### config.mk
export PLATFORM = sky130hd
export DESIGN_NAME = soc_uart_tx_flat
export DESIGN_NICKNAME = d
export VERILOG_FILES = /design/src/rtl/soc_uart_tx_if.sv /design/src/rtl/soc_uart_tx.sv /design/src/flat_wrapper.sv
export SDC_FILE = /design/constraint.sdc
export NUM_CORES = 1
export LEC_CHECK = 0
export BUFFER_PORTS_ARGS = -buffer_cell sky130_fd_sc_hd__buf_2
export CAP_MARGIN = 20
export CORE_ASPECT_RATIO = 0.9
export CORE_MARGIN = 2
export CORE_UTILIZATION = 35
export DETAILED_ROUTE_END_ITERATION = 10
export PLACE_DENSITY = 0.58
export SETUP_SLACK_MARGIN = 0.5
export SLEW_MARGIN = 20
export SYNTH_ARGS = -nofsm -noshare
export SYNTH_HDL_FRONTEND = slang
export SYNTH_SLANG_ARGS = --single-unit
export TNS_END_PERCENT = 100
### constraint.sdc
create_clock -name clk -period 4.6 [get_ports clk]
set_input_delay 0.46 -clock clk [delete_from_list [all_inputs] [get_ports clk]]
set_output_delay 0.46 -clock clk [all_outputs]
set_load 0.02 [all_outputs]
### src/rtl/soc_uart_tx_if.sv
`default_nettype none
// ============================================================================
// Module      : soc_uart_tx_if
// Description : Memory-mapped bus bundle for the soc_uart_tx transmitter.
// Revision    : 1.0 - initial release
// ============================================================================
interface soc_uart_tx_if #(
    parameter int ADDR_W = 4
);
    logic              bus_en_i;
    logic              bus_we_i;
    logic [ADDR_W-1:0] bus_addr_i;
    logic [31:0]       bus_wdata_i;
    logic [31:0]       bus_rdata_o;

    modport master (
        output bus_en_i,
        output bus_we_i,
        output bus_addr_i,
        output bus_wdata_i,
        input  bus_rdata_o
    );

    modport slave (
        input  bus_en_i,
        input  bus_we_i,
        input  bus_addr_i,
        input  bus_wdata_i,
        output bus_rdata_o
    );
endinterface
`default_nettype wire

### src/rtl/soc_uart_tx.sv
`default_nettype none
// ============================================================================
// Module      : soc_uart_tx
// Description : Memory-mapped UART transmitter: byte FIFO, baud divider and
//               frame FSM. Define UART_TX_PARITY_EN for an even-parity bit.
// Revision    : 1.0 - initial release
// ============================================================================
module soc_uart_tx #(
    parameter int CLK_DIV    = 16,
    parameter int FIFO_DEPTH = 8,
    parameter int ADDR_W     = 4
) (
    input  wire logic         clk,
    input  wire logic         rst,
    soc_uart_tx_if.slave      bus,
    output logic              tx_o,
    output logic              irq_o
);

    localparam int c_ptr_w  = $clog2(FIFO_DEPTH);
    localparam int c_cnt_w  = c_ptr_w + 1;
    localparam int c_baud_w = $clog2(CLK_DIV);

    localparam logic [ADDR_W-1:0]   c_addr_txdata = ADDR_W'(0);
    localparam logic [ADDR_W-1:0]   c_addr_status = ADDR_W'(4);
    localparam logic [c_cnt_w-1:0]  c_cnt_full    = c_cnt_w'(FIFO_DEPTH);
    localparam logic [c_baud_w-1:0] c_baud_last   = c_baud_w'(CLK_DIV - 1);

    typedef enum logic [2:0] {
        S_IDLE   = 3'd0,
        S_START  = 3'd1,
        S_DATA   = 3'd2,
        S_PARITY = 3'd3,
        S_STOP   = 3'd4
    } state_t;

    state_t              r_state;
    logic [c_baud_w-1:0] r_baud;
    logic [2:0]          r_bit;
    logic [7:0]          r_shift;
    logic                r_tx;

    logic [7:0]          r_mem [FIFO_DEPTH];
    logic [c_ptr_w-1:0]  r_wptr;
    logic [c_ptr_w-1:0]  r_rptr;
    logic [c_cnt_w-1:0]  r_count;
    logic                r_ovf;
    logic [31:0]         r_rdata;

    logic                w_wr_txdata;
    logic                w_wr_status;
    logic                w_rd;
    logic                w_full;
    logic                w_empty;
    logic                w_busy;
    logic                w_pop;
    logic                w_push;
    logic                w_ovf_set;
    logic                w_baud_end;
    logic [3:0]          w_cnt_field;
    logic [31:0]         w_status;
    logic                w_unused_ok;

    // ------------------------------------------------------------------------
    // Bus decode
    // ------------------------------------------------------------------------
    assign w_wr_txdata = bus.bus_en_i & bus.bus_we_i & (bus.bus_addr_i == c_addr_txdata);
    assign w_wr_status = bus.bus_en_i & bus.bus_we_i & (bus.bus_addr_i == c_addr_status);
    assign w_rd        = bus.bus_en_i & ~bus.bus_we_i;

    assign w_full  = (r_count == c_cnt_full);
    assign w_empty = (r_count == '0);
    assign w_busy  = (r_state != S_IDLE);

    // The FSM only takes a byte from the registered count, so a fresh push
    // into an empty FIFO is always popped on the following cycle.
    assign w_pop     = (r_state == S_IDLE) & ~w_empty;
    assign w_push    = w_wr_txdata & (~w_full | w_pop);
    assign w_ovf_set = w_wr_txdata & w_full & ~w_pop;

    assign w_baud_end = (r_baud == c_baud_last);

    // Count field is 4 bits wide; deeper FIFOs saturate it at 15.
    generate
        if (c_cnt_w <= 4) begin : g_cnt_narrow
            assign w_cnt_field = 4'(r_count);
        end else begin : g_cnt_wide
            assign w_cnt_field = (r_count > c_cnt_w'(15)) ? 4'hF : r_count[3:0];
        end
    endgenerate

    assign w_status = {20'd0, w_cnt_field, 4'd0, r_ovf, w_busy, w_empty, w_full};

    assign w_unused_ok = &{1'b0, bus.bus_wdata_i[31:8]};

    // ------------------------------------------------------------------------
    // TX FIFO
    // ------------------------------------------------------------------------
    always_ff @(posedge clk) begin
        if (w_push) begin
            r_mem[r_wptr] <= bus.bus_wdata_i[7:0];
        end
    end

    always_ff @(posedge clk) begin
        if (rst) begin
            r_wptr  <= '0;
            r_rptr  <= '0;
            r_count <= '0;
            r_ovf   <= 1'b0;
        end else begin
            if (w_push) begin
                r_wptr <= r_wptr + 1'b1;
            end
            if (w_pop) begin
                r_rptr <= r_rptr + 1'b1;
            end
            case ({w_push, w_pop})
                2'b10:   r_count <= r_count + 1'b1;
                2'b01:   r_count <= r_count - 1'b1;
                default: r_count <= r_count;
            endcase
            if (w_ovf_set) begin
                r_ovf <= 1'b1;
            end else if (w_wr_status & bus.bus_wdata_i[3]) begin
                r_ovf <= 1'b0;
            end
        end
    end

    // ------------------------------------------------------------------------
    // Registered read port; holds between reads
    // ------------------------------------------------------------------------
    always_ff @(posedge clk) begin
        if (rst) begin
            r_rdata <= '0;
        end else if (w_rd) begin
            r_rdata <= (bus.bus_addr_i == c_addr_status) ? w_status : 32'd0;
        end
    end

    // ------------------------------------------------------------------------
    // Frame FSM
    // ------------------------------------------------------------------------
    always_ff @(posedge clk) begin
        if (rst) begin
            r_state <= S_IDLE;
            r_baud  <= '0;
            r_bit   <= '0;
            r_shift <= '0;
            r_tx    <= 1'b1;
        end else begin
            if (r_state != S_IDLE) begin
                r_baud <= w_baud_end ? '0 : r_baud + 1'b1;
            end
            case (r_state)
                S_IDLE: begin
                    r_tx <= 1'b1;
                    if (w_pop) begin
                        r_shift <= r_mem[r_rptr];
                        r_baud  <= '0;
                        r_tx    <= 1'b0;
                        r_state <= S_START;
                    end
                end
                S_START: begin
                    if (w_baud_end) begin
                        r_bit   <= '0;
                        r_tx    <= r_shift[0];
                        r_state <= S_DATA;
                    end
                end
                S_DATA: begin
                    if (w_baud_end) begin
                        if (r_bit == 3'd7) begin
`ifdef UART_TX_PARITY_EN
                            r_tx    <= ^r_shift;
                            r_state <= S_PARITY;
`else
                            r_tx    <= 1'b1;
                            r_state <= S_STOP;
`endif
                        end else begin
                            r_bit <= r_bit + 3'd1;
                            r_tx  <= r_shift[r_bit + 3'd1];
                        end
                    end
                end
`ifdef UART_TX_PARITY_EN
                S_PARITY: begin
                    if (w_baud_end) begin
                        r_tx    <= 1'b1;
                        r_state <= S_STOP;
                    end
                end
`endif
                S_STOP: begin
                    if (w_baud_end) begin
                        r_tx    <= 1'b1;
                        r_state <= S_IDLE;
                    end
                end
                default: begin
                    r_tx    <= 1'b1;
                    r_state <= S_IDLE;
                end
            endcase
        end
    end

    assign tx_o            = r_tx;
    assign irq_o           = w_empty & ~w_busy;
    assign bus.bus_rdata_o = r_rdata;

endmodule
`default_nettype wire

### src/flat_wrapper.sv
// flat-port wrapper written by rule: the top's interface ports become plain ports
module soc_uart_tx_flat 
#(
    parameter int CLK_DIV    = 16,
    parameter int FIFO_DEPTH = 8,
    parameter int ADDR_W     = 4
)
  (clk, rst, tx_o, irq_o, bus_bus_en_i, bus_bus_we_i, bus_bus_addr_i, bus_bus_wdata_i, bus_bus_rdata_o);
  soc_uart_tx_if #(.ADDR_W(ADDR_W)) bus_i ();
  input  wire logic clk;
  input  wire logic rst;
  output logic tx_o;
  output logic irq_o;
  input wire logic [$bits(bus_i.bus_en_i)-1:0] bus_bus_en_i;
  input wire logic [$bits(bus_i.bus_we_i)-1:0] bus_bus_we_i;
  input wire logic [$bits(bus_i.bus_addr_i)-1:0] bus_bus_addr_i;
  input wire logic [$bits(bus_i.bus_wdata_i)-1:0] bus_bus_wdata_i;
  output wire logic [$bits(bus_i.bus_rdata_o)-1:0] bus_bus_rdata_o;
  assign bus_i.bus_en_i = bus_bus_en_i;
  assign bus_i.bus_we_i = bus_bus_we_i;
  assign bus_i.bus_addr_i = bus_bus_addr_i;
  assign bus_i.bus_wdata_i = bus_bus_wdata_i;
  assign bus_bus_rdata_o = bus_i.bus_rdata_o;
  soc_uart_tx #(.CLK_DIV(CLK_DIV), .FIFO_DEPTH(FIFO_DEPTH), .ADDR_W(ADDR_W)) u_core (.clk(clk), .rst(rst), .bus(bus_i), .tx_o(tx_o), .irq_o(irq_o));
endmodule
==> flow_results.org <==
** Clock tree
- Counting along the longest clock path gives a buffer depth of 2.
- CTS tree :: yes
- The clock net in this run drives a total of 102 sinks.
- The H-tree generated during clock tree synthesis spans 3 levels.
- Setup Buffers After CTS :: 0
- Hold buffer count at CTS :: 0
- Resize count post-CTS :: 0
- The tree is rooted in a clkbuf_16.
- Clock-pin slew on the worst setup and hold paths :: 0.07 ns
- Clock tree synthesis inserted a total of 9 buffers.
- For the worst-skew pair, the clock arrives at the later sink with an insertion delay of 0.34 ns.

** Logic synthesis
- Summing the areas of all xor and xnor instances in the mapped netlist gives 1.16% of the synthesized area.
- Cell area after technology mapping :: 4540 µm²
- Number of enable flip-flop cells after synthesis :: 64
- Top cells by area in the synthesized netlist :: edfxtp_1, dfxtp_1, mux4_2
- Arithmetic-cell share of the synthesized area counting full adders, half adders and majority gates :: 1.65%
- The commonest cells after synthesis are edfxtp_1, dfxtp_1, nor2_1.
- Mapped Avg Cell Area :: 13.3 µm²
- After synthesis, the largest family of logic cells by area is simple AND/OR/NAND/NOR gates.
- Among all flip-flop cells after synthesis, the most frequent one is edfxtp_1.
- The share of the Yosys chip area taken by registers is 59.0%.
- Multiplexer share of the synthesized area :: 12.1%
- Yosys top cell by area :: edfxtp_1
- After synthesis, the largest area contributor takes up 42.3% of total cell area.
- Fraction of the mapped netlist area in compound gates :: 7.24%
- Share of flip-flops with an asynchronous set or reset after synthesis :: 0%
- Synth Area in Simple Gates :: 12.7%
- Synthesis handed over a netlist of 342 instances.
- FF+latch count, synth :: 102
- YS warnings :: 0
- edfxtp_1 is the most common cell in the netlist.
- Counting distinct cell types in the post-synthesis netlist gives 52.

** GRT
- Entering global routing, the biggest net connects 42 pins.
- Via count of the first global-routing pass :: 2,456
- The initial antenna violation count is 0.
- Gr ovfl total :: 0
- Wire length of the first global-routing pass :: 13.2 mm
- Across every metal layer, demand over resource in global routing totals 12.6%.

** Worst hold path
- End point of the worst hold path :: u_core.r_mem[4][6]$_DFFE_PP_
- Counting instances, the worst hold path has a depth of 1.
- The path class of the tightest hold or removal check is in2reg.
- Worst Hold Launch :: bus_bus_wdata_i[6]

** Layout
- The repair_antennas step left the layout with diodes totalling 0.
- Final cell area excluding filler cells :: 5030 µm²
- Compared with the post-synthesis result, the final layout area differs by 10.6%.
- Share of cells above drive strength 1 :: 21.0%
- Number of nets in the layout :: 407
- Fill cells in the final layout number 1,202.

** Worst setup path
- R2R setup slack :: 1.75 ns
- Of all nets on the critical path, the largest fanout is 14.
- The number of cells on the worst reg-to-reg path is 4.
- Critical path start-end classification :: reg2reg
- STA classifies the critical path startpoint as a register.
- STA puts the critical path data arrival time at 2.82 ns.
- Data on the critical path is required at its endpoint by 4.57 ns.
- The startpoint identified for the worst register-to-register timing path is u_core.r_state[1]$_SDFFE_PP0P_.
- STA classifies the critical path endpoint as a register.
- The worst register-to-register path ends at u_core.r_mem[6][7]$_DFFE_PP_.

** STA
- Final Hold Vio Count :: 0
- Setup violations remaining at the end of the flow were counted as 0.
- Sum of negative setup slack :: 0 ns
- The worst path meets setup with 1.75 ns of slack.
- After layout, the minimum clock period comes to 2.85 ns.
- Derived from the worst setup path, the maximum achievable clock frequency is 350 MHz.
- Unrepaired setup endpoints after global routing :: false
- At the pin with the least slew margin, the transition time is 0.978 ns.
- Worst slew margin relative to its limit :: 34.5%
- The clock arrives with 0.00709 ns of skew.
- The final critical path takes up 62.1% of the cycle.
- Final Slew Violations :: 0

** Floorplan
- The region available for standard cell placement spans 12,700 µm².
- Total die area :: 13,900 µm²
- For this design the top-level I/O count stands at 74.
- Starting density of the core :: 35.8%
- The floorplan has 39 rows.
- Chip height :: 112 µm
- The floorplan step set the die width to 124 µm.

** Placed design
- Buffers placed on the I/O ports in this run total 25.
- The wire-length estimate of the detail-placed layout is 5.25 mm.
- At the end of routability-driven placement, the weighted congestion stood at 0.757.
- At the placement stage, the worst setup path has a slack of 1.71 ns.
- Summing all placed instances gives a cell area of 4720 µm².

** Routing
- Drc violations :: 0
- The first routing iteration left 194 violations.
- Routed wire length :: 8.08 mm
- Via-to-Cell Ratio :: 4.99
- Final ANT Viol Nets :: 0
- Dividing the detail-routed wire length by the instance count gives 15.3 µm.
- The routed layout has 2,647 vias.
- The first TritonRoute pass finished after 4 iterations.

** Outcome
- Outcome :: finished, final reports clean

** Run
- Max Cap Violations :: 0

** Power and ir drop
- Power spread over the standard cell area amounts to 465 nW/µm².
- Leakage power :: 1.68 nW
- VDD sags by at most 0.316 mV.
==> worst max-delay path by stage <==
stage,startpoint,end,slack (ns)
6_report,u_core.r_state[1]$_SDFFE_PP0P_,u_core.r_mem[6][7]$_DFFE_PP_,1.75
2_1_floorplan,u_core.r_state[1]$_SDFFE_PP0P_,u_core.r_mem[1][0]$_DFFE_PP_,2.29
5_1_grt,u_core.r_state[1]$_SDFFE_PP0P_,u_core.r_mem[7][3]$_DFFE_PP_,1.51
3_5_place_dp,u_core.r_state[1]$_SDFFE_PP0P_,u_core.r_mem[6][4]$_DFFE_PP_,1.71
4_1_cts,u_core.r_state[1]$_SDFFE_PP0P_,u_core.r_mem[6][3]$_DFFE_PP_,1.71
3_3_place_gp,u_core.r_state[1]$_SDFFE_PP0P_,u_core.r_mem[7][5]$_DFFE_PP_,1.73
==> cell type report <==
cell class	instances	area, µm²	area share, %
Sequential cell	102	2680	53.4
Multi-Input combinational cell	219	1680	33.3
Clock buffer	9	225	4.48
Timing Repair Buffer	29	155	3.09
Clock inverter	7	83.8	1.67
Tap cell	164	205	4.08
==> metal layers <==
metal	GRT usage (%)	up-vias	routed length (µm)
li1	-	1280	-
met1	17.1	1312	3890
met2	19.5	49	3830
met3	3.71	6	275
met4	3.82	0	86
met5	0	-	0
==> state kept, by name, summed over array words and instances, names as in the netlist <==
| signal | cells |
|---|---|
| u_core.bus.bus_rdata_o | 8 |
| u_core.tx_o | 1 |
| u_core.r_mem | 64 |
| u_core.r_count | 4 |
| u_core.r_state | 3 |
| u_core.r_ovf | 1 |
| u_core.r_wptr | 3 |
| u_core.r_baud | 4 |
| u_core.r_rptr | 3 |
| u_core.r_bit | 3 |
| u_core.r_shift | 8 |
==> kinds of logic after synthesis <==
kind of cell / Yosys count
other cells: 1
flops: 102
xor+xnor: 6
buf+inv: 44
simple gates: 103
mux: 32
fa+ha+maj: 6
compound gates: 48
==> per-stage QoR <==
stage	total power [mW]	instances	hold WS, ns	util, %
after floorplan	1.50	365	0.444	-
after global placement	1.57	514	0.440	37.2
after detailed placement	1.58	514	0.444	37.2
after CTS	2.36	530	0.367	39.6
after global routing	2.46	530	0.392	39.6
final	2.34	530	0.381	39.6
==> critical path, stage by stage, from the launching register on <==
cell      delay [ns]
dfxtp_1         0.42
or3_1           0.66
a211oi_2        0.45
nand2b_1        0.17
nor2_1          0.77
==> power breakdown <==
part	internal [mW]	switching, mW
Clock	0.434	0.346
Sequential	1.02	0.0836
Combinational	0.215	0.240
Total	1.67	0.670
==> layout by cell type (no fill, tap or decap), types with 2 or more instances in the layout <==
| master | instances |
|---|---|
| conb_1 | 24 |
| nor3_1 | 6 |
| xor2_1 | 3 |
| o21ai_0 | 7 |
| a2111oi_0 | 2 |
| or3b_2 | 2 |
| mux2i_1 | 12 |
| nor2_4 | 2 |
| nand3_1 | 15 |
| or3_1 | 3 |
| edfxtp_1 | 64 |
| a21oi_1 | 18 |
| a211oi_2 | 3 |
| buf_2 | 25 |
| ha_1 | 6 |
| nor2_1 | 29 |
| buf_4 | 4 |
| mux4_2 | 18 |
| a211oi_1 | 9 |
| dfxtp_1 | 38 |
| inv_6 | 3 |
| xnor2_1 | 3 |
| clkbuf_16 | 9 |
| nand2_1 | 14 |
| nor3b_1 | 3 |
| inv_8 | 2 |
| nand3b_1 | 3 |
| and3_1 | 2 |
| nor2b_1 | 4 |
| nand2b_1 | 9 |
(Power assumes the default switching activity.)
